[src/rtl/dmem_lsu.sv]
`default_nettype none
// ============================================================================
//  Module   : dmem_lsu
//  Purpose  : Load/store unit driving a word-organised data memory. Accepts
//             byte/half/word loads and stores, issues word-aligned addresses,
//             and performs sub-word stores as read-modify-write.
//  Revision : 1.0  initial release
// ============================================================================
module dmem_lsu #(
    parameter int ADDR = 8,
    parameter int SIZE = 32     // datapath is fixed at 32 bits
) (
    input  logic            clk,
    input  logic            rst,
    input  logic            req_valid,
    output logic            req_ready,
    input  logic            req_we,
    input  logic [1:0]      req_size,
    input  logic            req_signed,
    input  logic [ADDR-1:0] req_addr,
    input  logic [SIZE-1:0] req_wdata,
    output logic            resp_valid,
    output logic [SIZE-1:0] resp_rdata,
    output logic            resp_err,
    output logic [ADDR-1:0] dmem_addr,
    output logic [SIZE-1:0] dmem_wdata,
    output logic            dmem_wen,
    input  logic [SIZE-1:0] dmem_rdata
);

    typedef enum logic [1:0] {
        S_IDLE  = 2'd0,
        S_READ  = 2'd1,
        S_WRITE = 2'd2,
        S_RESP  = 2'd3
    } state_t;

    state_t          r_state;
    logic            r_we;
    logic [1:0]      r_size;
    logic            r_signed;
    logic [1:0]      r_off;
    logic [SIZE-1:0] r_wdata;

    logic            r_req_ready;
    logic            r_resp_valid;
    logic [SIZE-1:0] r_resp_rdata;
    logic            r_resp_err;
    logic [ADDR-1:0] r_dmem_addr;
    logic [SIZE-1:0] r_dmem_wdata;
    logic            r_dmem_wen;

    logic            w_accept;
    logic            w_req_err;
    logic [7:0]      w_byte;
    logic [15:0]     w_half;
    logic [SIZE-1:0] w_load_data;
    logic [SIZE-1:0] w_merge_data;

    assign w_accept  = req_valid && r_req_ready;

    // Misalignment / illegal size detection on the incoming request
    assign w_req_err = (req_size == 2'b11)
                    || ((req_size == 2'b01) && req_addr[0])
                    || ((req_size == 2'b10) && (req_addr[1:0] != 2'b00));

    // Select the addressed lane of the memory word and extend it for loads
    always_comb begin
        w_byte = 8'h00;
        case (r_off)
            2'd0:    w_byte = dmem_rdata[7:0];
            2'd1:    w_byte = dmem_rdata[15:8];
            2'd2:    w_byte = dmem_rdata[23:16];
            default: w_byte = dmem_rdata[31:24];
        endcase
        w_half = r_off[1] ? dmem_rdata[31:16] : dmem_rdata[15:0];
        case (r_size)
            2'b00:   w_load_data = {{24{r_signed & w_byte[7]}}, w_byte};
            2'b01:   w_load_data = {{16{r_signed & w_half[15]}}, w_half};
            default: w_load_data = dmem_rdata;
        endcase
    end

    // Overlay the store data onto the captured word for sub-word stores
    always_comb begin
        w_merge_data = dmem_rdata;
        case (r_size)
            2'b00: begin
                case (r_off)
                    2'd0:    w_merge_data[7:0]   = r_wdata[7:0];
                    2'd1:    w_merge_data[15:8]  = r_wdata[7:0];
                    2'd2:    w_merge_data[23:16] = r_wdata[7:0];
                    default: w_merge_data[31:24] = r_wdata[7:0];
                endcase
            end
            2'b01: begin
                if (r_off[1])
                    w_merge_data[31:16] = r_wdata[15:0];
                else
                    w_merge_data[15:0]  = r_wdata[15:0];
            end
            default: w_merge_data = r_wdata;
        endcase
    end

    // Control FSM with registered outputs; async reset drops any in-flight op
    always_ff @(posedge clk or posedge rst) begin
        if (rst) begin
            r_state      <= S_IDLE;
            r_we         <= 1'b0;
            r_size       <= 2'b00;
            r_signed     <= 1'b0;
            r_off        <= 2'b00;
            r_wdata      <= '0;
            r_req_ready  <= 1'b1;
            r_resp_valid <= 1'b0;
            r_resp_rdata <= '0;
            r_resp_err   <= 1'b0;
            r_dmem_addr  <= '0;
            r_dmem_wdata <= '0;
            r_dmem_wen   <= 1'b0;
        end else begin
            case (r_state)
                S_IDLE: begin
                    if (w_accept) begin
                        r_we        <= req_we;
                        r_size      <= req_size;
                        r_signed    <= req_signed;
                        r_off       <= req_addr[1:0];
                        r_wdata     <= req_wdata;
                        r_req_ready <= 1'b0;
                        if (w_req_err) begin
                            r_state      <= S_RESP;
                            r_resp_valid <= 1'b1;
                            r_resp_err   <= 1'b1;
                            r_resp_rdata <= '0;
                        end else if (req_we && (req_size == 2'b10)) begin
                            // Full-word store needs no read of the old word
                            r_state      <= S_WRITE;
                            r_dmem_addr  <= {req_addr[ADDR-1:2], 2'b00};
                            r_dmem_wdata <= req_wdata;
                            r_dmem_wen   <= 1'b1;
                        end else begin
                            r_state     <= S_READ;
                            r_dmem_addr <= {req_addr[ADDR-1:2], 2'b00};
                        end
                    end
                end
                S_READ: begin
                    if (r_we) begin
                        r_state      <= S_WRITE;
                        r_dmem_wdata <= w_merge_data;
                        r_dmem_wen   <= 1'b1;
                    end else begin
                        r_state      <= S_RESP;
                        r_dmem_addr  <= '0;
                        r_resp_valid <= 1'b1;
                        r_resp_rdata <= w_load_data;
                        r_resp_err   <= 1'b0;
                    end
                end
                S_WRITE: begin
                    r_state      <= S_RESP;
                    r_dmem_addr  <= '0;
                    r_dmem_wdata <= '0;
                    r_dmem_wen   <= 1'b0;
                    r_resp_valid <= 1'b1;
                    r_resp_rdata <= '0;
                    r_resp_err   <= 1'b0;
                end
                default: begin
                    r_state      <= S_IDLE;
                    r_req_ready  <= 1'b1;
                    r_resp_valid <= 1'b0;
                    r_resp_rdata <= '0;
                    r_resp_err   <= 1'b0;
                end
            endcase
        end
    end

    assign req_ready  = r_req_ready;
    assign resp_valid = r_resp_valid;
    assign resp_rdata = r_resp_rdata;
    assign resp_err   = r_resp_err;
    assign dmem_addr  = r_dmem_addr;
    assign dmem_wdata = r_dmem_wdata;
    assign dmem_wen   = r_dmem_wen;

endmodule
`default_nettype wire

[config.mk]
export PLATFORM = sky130hd
export DESIGN_NAME = dmem_lsu
export DESIGN_NICKNAME = d
export VERILOG_FILES = /design/src/rtl/dmem_lsu.sv
export SDC_FILE = /design/constraint.sdc
export NUM_CORES = 1
export LEC_CHECK = 0
export CORE_ASPECT_RATIO = 0.9
export CORE_UTILIZATION = 55
export CTS_BUF_LIST = sky130_fd_sc_hd__clkbuf_8
export DETAILED_ROUTE_END_ITERATION = 7
export PLACE_DENSITY_LB_ADDON = 0.15
export SLEW_MARGIN = 20
export SYNTH_ARGS = -nofsm -noshare
export SYNTH_HDL_FRONTEND = slang
export SYNTH_SLANG_ARGS = --single-unit
[constraint.sdc]
create_clock -name clk -period 6.1 [get_ports clk]
set_input_delay 1.22 -clock clk [delete_from_list [all_inputs] [get_ports clk]]
set_output_delay 1.22 -clock clk [all_outputs]
set_load 0.01 [all_outputs]
==> impl_summary.log, run 1 <==
[metrics] cell count after synthesis: slightly below 600
[metrics] transition time of the tightest slew-check pin: 1.01 ns
[metrics] proportion of power drawn by the clock network: 0.143
[metrics] Detailed Routing Iterations Pass 1: 5
[metrics] worst relative slew slack: 0.325
[metrics] Cell variety after synth: 60
[metrics] count of synthesis-stage warnings from yosys: 0
[metrics] setup-violating endpoint count in the final report: 0
[metrics] most common cell in the synthesized netlist: sky130_fd_sc_hd__dfrtp_1
[metrics] share of synthesized area occupied by flip-flops and latches: 0.459
[metrics] Net Sw Frac: 0.420
[metrics] portion of synthesized cell area occupied by the leading cell type: 0.455
[metrics] post-DR wirelength/cell: between 20 and 25 um
[metrics] Syn-to-layout area delta: 30.8%
[metrics] Syn Std Cell Area: approximately 6200 um2
[metrics] power dissipated by switching net loads: 0.00195 W
[metrics] Post-synth EDFFs: 0
[metrics] global placement routability congestion: about 0.87
[metrics] post-layout instance area: between 8000 and 9000 um2
[metrics] count of antenna-violating nets left after detailed routing: 0
[metrics] min Tclk post-route: between 3 and 4 ns
[metrics] H-tree Lvls: 4
[metrics] Post-Place Cells: 850
[metrics] fraction of power consumed by sequential logic: 0.300
[metrics] number of buffers inserted by hold repair at cts: 0
[metrics] full die area: between 10000 and 15000 um2
[metrics] drt initial violations: about 610
[metrics] Power Internal: between 0.002 and 0.003 W
[metrics] post-route fraction of the period consumed by the critical path: 0.557
[metrics] maximum clock skew at final layout: 0.0116 ns
[metrics] fraction of registers with async set/reset: 1.00
[metrics] max-slew violation count: 0
[metrics] max-capacitance violation count: 0
[metrics] fraction of layout instances using a drive strength above 1: 0.177
[metrics] Global Route Usage Sum: 0.331
[metrics] top post-synthesis cells by area: sky130_fd_sc_hd__dfrtp_1, sky130_fd_sc_hd__mux2_2, sky130_fd_sc_hd__nand2_1
[metrics] dpl cell area: between 7000 and 8000 um2
[metrics] count of cells resized by post-cts repair: 0
[metrics] average cell area after synthesis: about 11 um2
[metrics] post-route setup TNS: 0 ns
[metrics] half-perimeter wire length after detailed placement: around 13 mm
[metrics] TritonCTS clock tree: yes
[metrics] IR drop worst, VDD: around 0.35 mV
[metrics] cell leakage power: 3.39 nW
[metrics] Setup WS pre-CTS: 2.28 ns
[metrics] total number of clock tree sinks: about 110
[metrics] result of the run: finished, final reports clean
[metrics] Clk Tree Root Cell: sky130_fd_sc_hd__clkbuf_8
[metrics] number of diodes added for antenna fixing: 0
[metrics] setup repair after global routing missed its margin: false
[metrics] Die Span Y: approximately 100 um
[metrics] cell area power density: between 500 and 600 nW/um2
[metrics] type of element capturing the critical path: register
[metrics] overall overflow remaining after global route: 0
[metrics] clock slew seen by the registers of the worst setup and hold paths: ~0.07 ns
[metrics] placeable core region: around 11000 um2
[metrics] Bufs on Longest Clock Path: 2
[metrics] endpoint required time on the critical path: ~6.4 ns
[metrics] Worst-Skew Late Latency: roughly 0.44 ns
[metrics] critical-path maximum fanout: 32
[metrics] Final Instance Count excl. Fillers: slightly below 900
[metrics] cell type contributing the most total cell area after synthesis: sky130_fd_sc_hd__dfrtp_1
[metrics] global-route wire length before repair: ~29 mm
[metrics] predominant post-synthesis flop cell: sky130_fd_sc_hd__dfrtp_1
[metrics] final WL: 18.5 mm
[metrics] combinational share of power: 0.557
[metrics] number of antenna violations at the first check in global routing: 0
[metrics] vias after detailed routing: between 5000 and 6000
[metrics] port buffer count: 152
[metrics] number of buffers inserted during clock tree synthesis: 17
[metrics] final hold violations: 0
[metrics] Hold/Removal Path Class: reg2reg
[metrics] number of I/O pins: 155
[metrics] Via density: just over 6
[metrics] number of nets in the layout: 801
[metrics] via count of the first global-routing pass: between 5000 and 6000
[metrics] type of element launching the critical path: input pin
[metrics] drc violations: 0
[metrics] Initial Util: 0.570
[metrics] path type of the worst setup path: in2reg
[metrics] count of standard-cell rows: 36
[metrics] most frequent cells after synthesis: sky130_fd_sc_hd__dfrtp_1, sky130_fd_sc_hd__mux2_2, sky130_fd_sc_hd__nand2_1, sky130_fd_sc_hd__a21oi_1, sky130_fd_sc_hd__clkbuf_1
[metrics] die outline width: 114 um
[metrics] final worst slack: 2.70 ns
[metrics] largest net degree at the start of global routing: 66
[metrics] post-CTS setup buffer count: 0
[metrics] Yosys reg bits: 114
[metrics] arrival time of the worst setup path: 3.71 ns
[metrics] maximum clock frequency: a little under 0.3 GHz
[metrics] Min Hold Slack: roughly 0.50 ns
==> final timing paths <==
check	end	startpoint	slack, ns	cells past startpoint
worst max-delay path	dmem_wdata[20]$_DFFE_PP0P_	req_size[0]	2.70	6
worst min-delay path	r_wdata[28]$_DFFE_PP0P_	r_wdata[28]$_DFFE_PP0P_	0.50	2
worst max register to register	dmem_wdata[27]$_DFFE_PP0P_	r_state[0]$_DFFE_PP0N_	2.97	6
worst min register to register	r_wdata[28]$_DFFE_PP0P_	r_wdata[28]$_DFFE_PP0P_	0.50	2
max in group asynchronous	dmem_wdata[20]$_DFFE_PP0P_	rst	3.70	3
min in group asynchronous	r_size[0]$_DFFE_PP0P_	rst	1.26	2
==> metal layers <==
metal  up-vias  GRT usage  wire (um)
met5         -          0          0
met4         0      0.118        379
met3        36     0.0894       2020
met2       318      0.498       8120
met1      2688      0.463       7940
li1       2421          -          -
==> area by class of cell <==
| class | instances | area, um2 |
|---|---|---|
| fillers | 824 | 2770 |
| multi-input cells | 410 | 3080 |
| clock inverters | 15 | 129 |
| flip-flops and latches | 114 | 2850 |
| inverters | 12 | 47.5 |
| repair buffers | 162 | 1600 |
| well taps | 152 | 190 |
| clock buffers | 17 | 234 |
==> sequential cells by signal, summed over array words and instances, names as in the netlist <==
| register | flops |
|---|---|
| req_ready | 1 |
| r_state | 2 |
| dmem_addr | 6 |
| resp_valid | 1 |
| r_wdata | 32 |
| resp_rdata | 32 |
| dmem_wdata | 32 |
| r_signed | 1 |
| resp_err | 1 |
| r_size | 2 |
| dmem_wen | 1 |
| r_we | 1 |
| r_off | 2 |
==> through the flow <==
stage / power, W / utilization
after global routing: 0.00491 / 0.746
after CTS: 0.00460 / 0.746
after floorplan: 0.00301 / -
after detailed placement: 0.00393 / 0.713
final: 0.00463 / 0.746
after global placement: 0.00383 / 0.713
==> critical path, cell delays in order <==
cell and delay [ns]:
sky130_fd_sc_hd__clkdlybuf4s50_1 0.53, sky130_fd_sc_hd__nor3_1 0.36, sky130_fd_sc_hd__o31a_1 0.54, sky130_fd_sc_hd__and2_1 0.24, sky130_fd_sc_hd__buf_4 0.39, sky130_fd_sc_hd__mux2_2 0.40
==> power by group through the flow <==
stage | clock network [W] | logic, W | registers [W]
6_report | 0.000660 | 0.00258 | 0.00139
5_1_grt | 0.000706 | 0.00278 | 0.00143
4_1_cts | 0.000666 | 0.00256 | 0.00138
3_3_place_gp | 0 | 0.00246 | 0.00137
3_5_place_dp | 0 | 0.00254 | 0.00139
2_1_floorplan | 0 | 0.00162 | 0.00140
==> cell usage in the layout (no fill, tap or decap), types with 10 or more instances in the layout <==
cell type                           n
sky130_fd_sc_hd__a21oi_1           40
sky130_fd_sc_hd__a221o_1           16
sky130_fd_sc_hd__a311oi_1          14
sky130_fd_sc_hd__buf_4             10
sky130_fd_sc_hd__clkbuf_8          17
sky130_fd_sc_hd__clkdlybuf4s50_1  152
sky130_fd_sc_hd__dfrtp_1          113
sky130_fd_sc_hd__inv_1             15
sky130_fd_sc_hd__mux2_2            77
sky130_fd_sc_hd__mux2i_1           18
sky130_fd_sc_hd__nand2_1           59
sky130_fd_sc_hd__nand2b_1          18
sky130_fd_sc_hd__nand3_1           17
sky130_fd_sc_hd__nor2b_1           18
sky130_fd_sc_hd__o21ai_0           24
==> cells by family after synthesis <==
family / after synthesis / share of synthesized area
compound gates: 156 / 0.184
fa+ha+maj: 5 / 0.0101
buf+inv: 62 / 0.0465
flops: 114 / 0.459
mux: 97 / 0.172
other cells: 1 / 0.000603
simple gates: 150 / 0.128
(Power assumes the default switching activity.)
==> inputs of run 2 (changes only) <==
Settings changed: CORE_UTILIZATION 55 to 46.
Clock period 6.1 ns to 2.9 ns, I/O delays scaled along.
==> run 2 against run 1 <==
Compared with the run above: critical path type is now reg2reg; count of clock-buffer cells in the layout up 3; global-route usage down 5.3 points; sequential share of layout area down 0.87 points; critical path depth unchanged; final cell count up 2.8%; highest routed layer unchanged; critical endpoint is now resp_rdata[16]$_DFFE_PP0P_; hold slack better by 0.0017 ns.
==> impl_summary.log, run 2 (synthesized netlist as in run 1, its figures left out) <==
[metrics] result of the run: finished, final reports clean
[metrics] fraction of power consumed by sequential logic: 0.296
[metrics] overall overflow remaining after global route: 0
[metrics] fill cell total of the finished layout: between 1000 and 1500
[metrics] endpoint required time on the critical path: 3.26 ns
[metrics] maximum clock skew at final layout: roughly 0.0091 ns
[metrics] port buffer count: 152
[metrics] count of antenna-violating nets left after detailed routing: 0
[metrics] utilization after layout: 0.645
[metrics] cell leakage power: 3.47 nW
[metrics] CP cell instances: inv_1 > ha_1 > nor2b_4 > a2111oi_4 > and2_1 > a221o_1
[metrics] number of cells on the worst hold path: 1
[metrics] arrival time of the worst setup path: 2.75 ns
[metrics] Detailed Routing Iterations Pass 1: 5
[metrics] min Tclk post-route: around 2.4 ns
[metrics] cell area power density: 1210 nW/um2
[metrics] drt initial violations: between 400 and 500
[metrics] largest net degree at the start of global routing: between 100 and 150
[metrics] IR drop worst, VDD: a little over 0.6 mV
[metrics] Setup WS pre-CTS: between 0.2 and 0.25 ns
[metrics] cell family contributing the most delay on the critical path: simple AND/OR/NAND/NOR gates
[metrics] setup repair after global routing missed its margin: false
[metrics] type of element capturing the critical path: register
[metrics] Max stage delay cell, worst path: sky130_fd_sc_hd__and2_1
[metrics] total number of clock tree sinks: ~110
[metrics] type of element launching the critical path: register
[metrics] most frequent cells in the layout: sky130_fd_sc_hd__clkdlybuf4s50_1, sky130_fd_sc_hd__dfrtp_1, sky130_fd_sc_hd__mux2_2, sky130_fd_sc_hd__nand2_1, sky130_fd_sc_hd__a21oi_1
[metrics] proportion of power drawn by the clock network: 0.147
[metrics] H-tree Lvls: 4
[metrics] largest incremental delay on the critical path: around 0.56 ns
[metrics] number of diodes added for antenna fixing: 0
[metrics] fraction of layout instances using a drive strength above 1: 0.192
[metrics] number of buffers inserted during clock tree synthesis: 17
[metrics] power dissipated by switching net loads: about 0.0041 W
[metrics] count of standard-cell rows: 39
[metrics] max-slew violation count: 0
[metrics] Worst-Skew Late Latency: 0.43 ns
[metrics] maximum clock frequency: between 0.4 and 0.5 GHz
[metrics] Initial Util: 0.481
[metrics] critical-path maximum fanout: 16
[metrics] final WL: about 19 mm
[metrics] Clk Tree Root Cell: sky130_fd_sc_hd__clkbuf_8
[metrics] setup-violating endpoint count in the final report: 0
[metrics] Syn-to-layout area delta: 34.1%
[metrics] number of buffers inserted by hold repair at cts: 0
[metrics] worst relative slew slack: 0.359
[metrics] global placement routability congestion: just under 0.9
[metrics] final worst slack: between 0.5 and 0.6 ns
[metrics] post-route fraction of the period consumed by the critical path: 0.821
[metrics] area taken by flip-flops and latches: 2850 um2
[metrics] multi-input combinational cell area: between 3000 and 4000 um2
[metrics] post-CTS setup buffer count: 0
[metrics] Net Sw Frac: 0.411
[metrics] via count of the first global-routing pass: between 5000 and 6000
[metrics] post-DR wirelength/cell: roughly 21 um
[metrics] clock slew seen by the registers of the worst setup and hold paths: approximately 0.07 ns
[metrics] max-capacitance violation count: 0
[metrics] number of I/O pins: 155
[metrics] Via density: 5.97
[metrics] vias after detailed routing: 5418
[metrics] count of cells resized by post-cts repair: 0
[metrics] final hold violations: 0
[metrics] transition time of the tightest slew-check pin: approximately 0.96 ns
[metrics] Power Internal: slightly below 0.006 W
[metrics] path type of the worst setup path: reg2reg
[metrics] Worst Reg2Reg Path Length in Cells: 6
[metrics] Hold/Removal Path Class: reg2reg
[metrics] TritonCTS clock tree: yes
[metrics] Bufs on Longest Clock Path: 2
[metrics] Global Route Usage Sum: 0.278
[metrics] drc violations: 0
[metrics] total stage count of the critical path: 6
[metrics] die outline width: approximately 120 um
[metrics] full die area: between 10000 and 15000 um2
[metrics] CP Buf/Inv Count: 1
[metrics] post-layout instance area: 8340 um2
[metrics] global-route wire length before repair: 29.9 mm
[metrics] dpl cell area: 7950 um2
[metrics] Die Span Y: roughly 110 um
[metrics] combinational share of power: 0.557
[metrics] commonest non-fill, non-tap cell in the layout: sky130_fd_sc_hd__clkdlybuf4s50_1
[metrics] Min Hold Slack: about 0.5 ns
[metrics] placeable core region: about 13000 um2
[metrics] number of antenna violations at the first check in global routing: 0
[metrics] number of nets in the layout: slightly above 800
[metrics] half-perimeter wire length after detailed placement: about 14 mm
[metrics] post-route setup TNS: 0 ns
[run 2: cell types whose count changed in the layout (fill, tap and decap cells not counted), moves of 2 or more]
cell	previous run	this run
sky130_fd_sc_hd__buf_4	10	19
sky130_fd_sc_hd__inv_1	15	13
sky130_fd_sc_hd__clkbuf_8	17	20
sky130_fd_sc_hd__clkinv_2	6	3
sky130_fd_sc_hd__buf_12	0	5
sky130_fd_sc_hd__clkinvlp_4	2	4
[run 2: stage by stage]
stage / instances / total power (W)
after floorplan: 586 / 0.00634
after global placement: 876 / 0.00839
after detailed placement: 876 / 0.00855
after CTS: 907 / 0.0101
after global routing: 907 / 0.0107
final: 907 / 0.0101
[run 2: final timing paths]
kind,start,to,slack (ns)
max,r_state[0]$_DFFE_PP0N_,resp_rdata[16]$_DFFE_PP0P_,0.52
min,r_wdata[23]$_DFFE_PP0P_,r_wdata[23]$_DFFE_PP0P_,0.50
max reg2reg,r_state[0]$_DFFE_PP0N_,resp_rdata[16]$_DFFE_PP0P_,0.52
min reg2reg,r_wdata[23]$_DFFE_PP0P_,r_wdata[23]$_DFFE_PP0P_,0.50
max in group asynchronous,rst,r_wdata[23]$_DFFE_PP0P_,1.74
min in group asynchronous,rst,resp_rdata[12]$_DFFE_PP0P_,0.67
[run 2: metal layers]
layer,part of all wire,vias up,wire length [um],GRT usage
li1,-,2451,-,-
met1,0.47,2651,8930,0.423
met2,0.42,286,8050,0.387
met3,0.085,30,1620,0.0682
met4,0.021,0,398,0.0827
met5,0,-,0,0
[run 2: layout make-up]
| cell class | instances | area share |
|---|---|---|
| tap | 164 | 0.0246 |
| inverter | 12 | 0.00585 |
| timing repair buffer | 176 | 0.212 |
| clock buffer | 20 | 0.0330 |
| multi-input combinational | 410 | 0.369 |
| clock inverter | 11 | 0.0137 |
| sequential | 114 | 0.342 |
[run 2: power by group through the flow]
stage / sequential (W) / combinational [W] / clock, W
after floorplan: 0.00294 / 0.00340 / 0
after global placement: 0.00296 / 0.00543 / 0
after detailed placement: 0.00298 / 0.00556 / 0
after CTS: 0.00296 / 0.00559 / 0.00151
after global routing: 0.00306 / 0.00605 / 0.00159
final: 0.00298 / 0.00562 / 0.00148
